$ cat src/rtl/home_automation_arbiter.sv
// Round-robin home-automation arbiter with dwell, fire preemption
// and temperature hysteresis for the heater/cooler requests.
module home_automation_arbiter #(
    parameter int NUM_SENSORS = 4,
    parameter int TEMP_W      = 6,
    parameter int HEAT_TH     = 16,
    parameter int COOL_TH     = 32,
    parameter int HYST        = 2,
    parameter int DWELL       = 4,
    parameter int PRIO_CH     = 2
) (
    input  logic                                 clk,
    input  logic                                 rst,
    input  logic [NUM_SENSORS-1:0]               sensors,
    input  logic [NUM_SENSORS-1:0]               sensor_en,
    input  logic [TEMP_W-1:0]                    temp,
    output logic [NUM_SENSORS+1:0]               output_signals,
    output logic [$clog2(NUM_SENSORS+3)-1:0]     display,
    output logic [NUM_SENSORS+1:0]               pending
);

    localparam int NR = NUM_SENSORS + 2;
    localparam int GW = $clog2(NR);
    localparam int DW = $clog2(NUM_SENSORS + 3);
    localparam int CW = $clog2(DWELL + 1);

    localparam logic [TEMP_W-1:0] HEAT_LO = TEMP_W'(HEAT_TH);
    localparam logic [TEMP_W-1:0] HEAT_HI = TEMP_W'(HEAT_TH + HYST);
    localparam logic [TEMP_W-1:0] COOL_HI = TEMP_W'(COOL_TH);
    localparam logic [TEMP_W-1:0] COOL_LO = TEMP_W'(COOL_TH - HYST);
    localparam logic [GW-1:0]     PRIO    = GW'(PRIO_CH);
    localparam logic [CW-1:0]     CNT_END = CW'(DWELL - 1);
    localparam logic [GW:0]       NR_W    = (GW+1)'(NR);

    typedef enum logic {IDLE, ACTIVE} state_t;

    state_t          state;
    logic [GW-1:0]   grant;
    logic [CW-1:0]   dwell_cnt;
    logic            heat_req;
    logic            cool_req;

    logic [NR-1:0]   req;
    logic [2*NR-1:0] req2;
    logic [NR-1:0]   rot;
    logic [GW:0]     gp1;
    logic [GW:0]     sum;
    logic [GW-1:0]   off;
    logic [GW-1:0]   low_idx;
    logic [GW-1:0]   rr_idx;

    assign req     = {cool_req, heat_req, sensors & sensor_en};
    assign pending = req;

    // Lowest set request index, used when leaving IDLE
    always_comb begin
        low_idx = '0;
        for (int k = NR - 1; k >= 0; k--) begin
            if (req[k]) low_idx = GW'(k);
        end
    end

    // Rotate req so bit 0 is grant+1, then take the first set bit
    always_comb begin
        req2 = {req, req};
        gp1  = {1'b0, grant} + (GW+1)'(1);
        rot  = NR'(req2 >> gp1);
        off  = '0;
        for (int k = NR - 1; k >= 0; k--) begin
            if (rot[k]) off = GW'(k);
        end
        sum    = gp1 + {1'b0, off};
        rr_idx = (sum >= NR_W) ? GW'(sum - NR_W) : GW'(sum);
    end

    // Temperature hysteresis for heater and cooler requests
    always_ff @(posedge clk or negedge rst) begin
        if (!rst) begin
            heat_req <= 1'b0;
            cool_req <= 1'b0;
        end else begin
            if (temp < HEAT_LO)       heat_req <= 1'b1;
            else if (temp >= HEAT_HI) heat_req <= 1'b0;
            if (temp >= COOL_HI)      cool_req <= 1'b1;
            else if (temp < COOL_LO)  cool_req <= 1'b0;
        end
    end

    // Arbitration FSM: dwell, preemption, round-robin
    always_ff @(posedge clk or negedge rst) begin
        if (!rst) begin
            state     <= IDLE;
            grant     <= '0;
            dwell_cnt <= '0;
        end else begin
            unique case (state)
                IDLE: begin
                    if (|req) begin
                        state     <= ACTIVE;
                        grant     <= low_idx;
                        dwell_cnt <= '0;
                    end
                end
                ACTIVE: begin
                    if (req[PRIO_CH] && grant != PRIO) begin
                        grant     <= PRIO;
                        dwell_cnt <= '0;
                    end else if (dwell_cnt < CNT_END) begin
                        dwell_cnt <= dwell_cnt + CW'(1);
                    end else if (|req) begin
                        grant     <= rr_idx;
                        dwell_cnt <= '0;
                    end else begin
                        state     <= IDLE;
                        dwell_cnt <= '0;
                    end
                end
                default: state <= IDLE;
            endcase
        end
    end

    // Outputs decode directly from state so reset clears them at once
    always_comb begin
        output_signals = '0;
        display        = '0;
        if (state == ACTIVE) begin
            output_signals        = '0;
            output_signals[grant] = 1'b1;
            display               = DW'(grant) + DW'(1);
        end
    end

endmodule

$ cat config.mk
export PLATFORM = sky130hd
export DESIGN_NAME = home_automation_arbiter
export DESIGN_NICKNAME = d
export VERILOG_FILES = /design/src/rtl/home_automation_arbiter.sv
export SDC_FILE = /design/constraint.sdc
export NUM_CORES = 1
export LEC_CHECK = 0
export BUFFER_PORTS_ARGS = -buffer_cell sky130_fd_sc_hd__buf_4
export CORE_MARGIN = 1
export CORE_UTILIZATION = 55
export DETAILED_ROUTE_END_ITERATION = 12
export PLACE_DENSITY = 0.89
export SYNTH_ARGS = -nofsm -noshare
export SYNTH_HDL_FRONTEND = slang
export SYNTH_SLANG_ARGS = --single-unit
$ cat constraint.sdc
create_clock -name clk -period 5.1 [get_ports clk]
set_input_delay 0.255 -clock clk [delete_from_list [all_inputs] [get_ports clk]]
set_output_delay 0.255 -clock clk [all_outputs]
set_load 0.02 [all_outputs]
==> metrics.cfg <==
[final_layout]
n_fill_cell = 145
antenna_cells = 0
design_area_um2 = 1270
synthToLayoutAreaGrowth_pct = 22.8
nets = 165
final_layout_size_suffix_gt1_frac = 0.348

[route]
route.detailed.drc = 0
wl_per_cell_um = 14.1
vias = 947
drtIter0Drc = 31
viasPerCell = 5.70
final_antenna_net_count = 0
drt_first_pass_iters = 4
drt_wl_total_mm = 2.33

[power]
clock_power_share = 0.058
power_density_nw_per_um2 = 720
p_int_uw = 469
p_switching_uw = 447
comb_power_share = 0.766
p_leak_nw = 0.590
seqPwrFrac = 0.176
p_sw_frac = 0.488
ir_drop_uv = 357

[logic_synthesis]
ys_warn_count = 0
synth.avg_cell_area_um2 = 9.17
synth-edff-count = 0
ys.flop_type = dfrtp_1
ys_async_sr_fraction = 1.00
synth_nets = 136
ys_seq_elements = 9
ys_seq_area_frac = 0.217
synth_cells = 113
syn_area_um2 = 1040
synth_cell_types = 43

[critical_path]
rr_worst_depth = 12
cp-endpoint = grant[2]$_DFFE_PN0P_
critPathArrivalTime_ps = 3450
crit_start = grant[0]$_DFFE_PN0P_
cp-end-kind = flop
r2r-start = grant[0]$_DFFE_PN0P_
crit_slowest_cell = mux4_2
r2r_setup_slack_ps = 1790
cp.required_ps = 5230
start_kind = flop
slowest_delay_ps = 560
path_class = reg2reg
worst-path-max-fanout = 12
crit_chain = inv_2, mux4_2, mux2_2, o211ai_1, nand3_1, ha_1, fa_1, xnor2_1, nor2_1, o21ai_0, a21oi_1, o32a_1
reg2reg_to = grant[2]$_DFFE_PN0P_

[sta]
fin_crit_ps = 3310
max_slew.worst_pin.slew_ps = 545
grt_setup_unrepaired = false
fmax_mhz = 302
slew_headroom = 0.637
finalSetupTns_ps = 0
final_max_slew_viol_count = 0
setup_viol = 0
hold_viol_final = 0
setup_slack_ps = 1790
skew_ps = 2.86
finalCritPeriodShare = 0.649

[clock_network]
clk_latency_ps = 250
root_buffer = clkbuf_4
cts.sink_count = 9
clockBufferDepth = 2
cts_tree = yes
cts.htree.levels = 1
clkTransAtPathRegs_ps = 60
postCtsSetupBuffers = 0
cts_made_buffers = 3

[floorplanning]
start_util = 0.594
die_area_um2 = 2060
die_w_um = 45.4
die_h_um = 45.4
fp.coreArea_um2 = 1750
ios = 31
rows = 15

[run]
cap_violations = 0

[placement]
place.gp.congestion = 0.832
port_buffers = 29
placed_area_um2 = 1240
pre_cts_ws_ps = 1790
place_hpwl_mm = 1.90

[global_route]
grt_max_degree = 16
antenna_found_initial = 0
gr-total-overflow = 0
grt_usage = 0.272
grt_pass1_wl_mm = 4.00
grt_pass1_vias = 877

[worst_hold_path]
hp-class = in2reg

[outcome]
status = finished, final reports clean

-- logic make-up after synthesis --
logic type | share of synthesized area
simple gates | 0.192
compound gates | 0.196
buf+inv | 0.0882
mux | 0.198
flops | 0.217
fa+ha+maj | 0.0918
xor+xnor | 0.0169
-- cell usage in the layout, fill, tap and decap left out, types with 3 or more instances in the layout --
| cell | Yosys | layout |
|---|---|---|
| nand3_1 | 3 | 3 |
| mux2i_1 | 3 | 3 |
| o21ai_0 | 3 | 3 |
| dfrtp_1 | 9 | 9 |
| nand2_2 | 4 | 4 |
| nor3_1 | 3 | 3 |
| buf_4 | 3 | 29 |
| inv_1 | 7 | 7 |
| mux4_2 | 4 | 4 |
| nand2_1 | 10 | 10 |
| ha_1 | 6 | 6 |
| clkbuf_4 | 0 | 3 |
| a21oi_1 | 6 | 6 |
| nor2b_1 | 3 | 3 |
| nor2_1 | 9 | 9 |
-- worst max-delay path: cells and delay by family, from the launching register on --
family	cells	cell delay (ps)
xor gates and xnor gates	1	250
AOI/OAI and AO/OA	4	550
buffers and inverters	1	210
muxes	2	870
DFF	1	550
adders and majority gates	2	610
and+or+nand+nor	2	160
-- per-stage QoR --
step                      std cells  power [mW]  utilization  hold WS (ps)
after floorplan                 113       0.716            -         -40.6
after global placement          161       0.834        0.708          81.7
after detailed placement        161       0.866        0.708          83.6
after CTS                       166       0.922        0.729           141
after global routing            166        1.00        0.729           138
final                           166       0.916        0.729           151
-- Yosys cell counts, types with 2 or more instances --
master | number | area (µm²)
nand2_1 | 10 | 37.5
dfrtp_1 | 9 | 225
nor2_1 | 9 | 33.8
inv_1 | 7 | 26.3
a21oi_1 | 6 | 30.0
ha_1 | 6 | 75.1
mux4_2 | 4 | 90.1
nand2_2 | 4 | 25.0
buf_4 | 3 | 22.5
mux2i_1 | 3 | 30.0
nand3_1 | 3 | 15.0
nor2b_1 | 3 | 18.8
nor3_1 | 3 | 15.0
o21ai_0 | 3 | 15.0
a22o_1 | 2 | 17.5
buf_6 | 2 | 22.5
inv_2 | 2 | 7.51
mux2_2 | 2 | 22.5
nand3b_1 | 2 | 15.0
nand4_1 | 2 | 12.5
o211ai_1 | 2 | 15.0
o21a_1 | 2 | 15.0
o22a_1 | 2 | 17.5
o31ai_1 | 2 | 15.0
o32a_1 | 2 | 20.0
-- power by group through the flow --
stage | logic, mW | registers (mW) | clock network, mW
4_1_cts | 0.707 | 0.160 | 0.0553
3_5_place_dp | 0.705 | 0.161 | 0
5_1_grt | 0.777 | 0.168 | 0.0589
3_3_place_gp | 0.674 | 0.160 | 0
6_report | 0.702 | 0.161 | 0.0528
2_1_floorplan | 0.598 | 0.118 | 0
-- how the worst min path moves through the flow --
stage | start | end | slack, ps | cells past startpoint
6_report | temp[5] | heat_req$_DFFE_PN0P_ | 150 | 2
5_1_grt | temp[5] | heat_req$_DFFE_PN0P_ | 140 | 2
4_1_cts | temp[5] | heat_req$_DFFE_PN0P_ | 140 | 2
3_5_place_dp | rst | grant[2]$_DFFE_PN0P_ | 80 | 1
3_3_place_gp | rst | state$_DFF_PN0_ | 80 | 1
2_1_floorplan | rst | cool_req$_DFFE_PN0P_ | -40 | 0
-- flip-flops by register name, summed over array words and instances, names as in the netlist --
name,count
grant,3
state,1
dwell_cnt,3
cool_req,1
heat_req,1
-- area by class of cell --
| type | count | area, µm² | share of cell area |
|---|---|---|---|
| multi-input combinational | 88 | 719 | 0.565 |
| sequential | 9 | 225 | 0.177 |
| tap | 25 | 31.3 | 0.0246 |
| inverter | 10 | 42.5 | 0.0334 |
| timing repair buffer | 30 | 228 | 0.179 |
| clock buffer | 4 | 26.3 | 0.0206 |
-- timing repair --
action,in CTS,in global routing
resized for setup,0,0
endpoints found under the hold margin,9,0
hold buffers,1,0
-- metal layers --
layer  wire length [µm]  vias up  global-route usage
met2               1260       22               0.477
met5                  0        -                   0
met1               1010      452               0.354
met3                 56        2              0.0119
met4                 10        0              0.0909
li1                   -      471                   -
No activity file was read; power rests on OpenSTA's default activity.
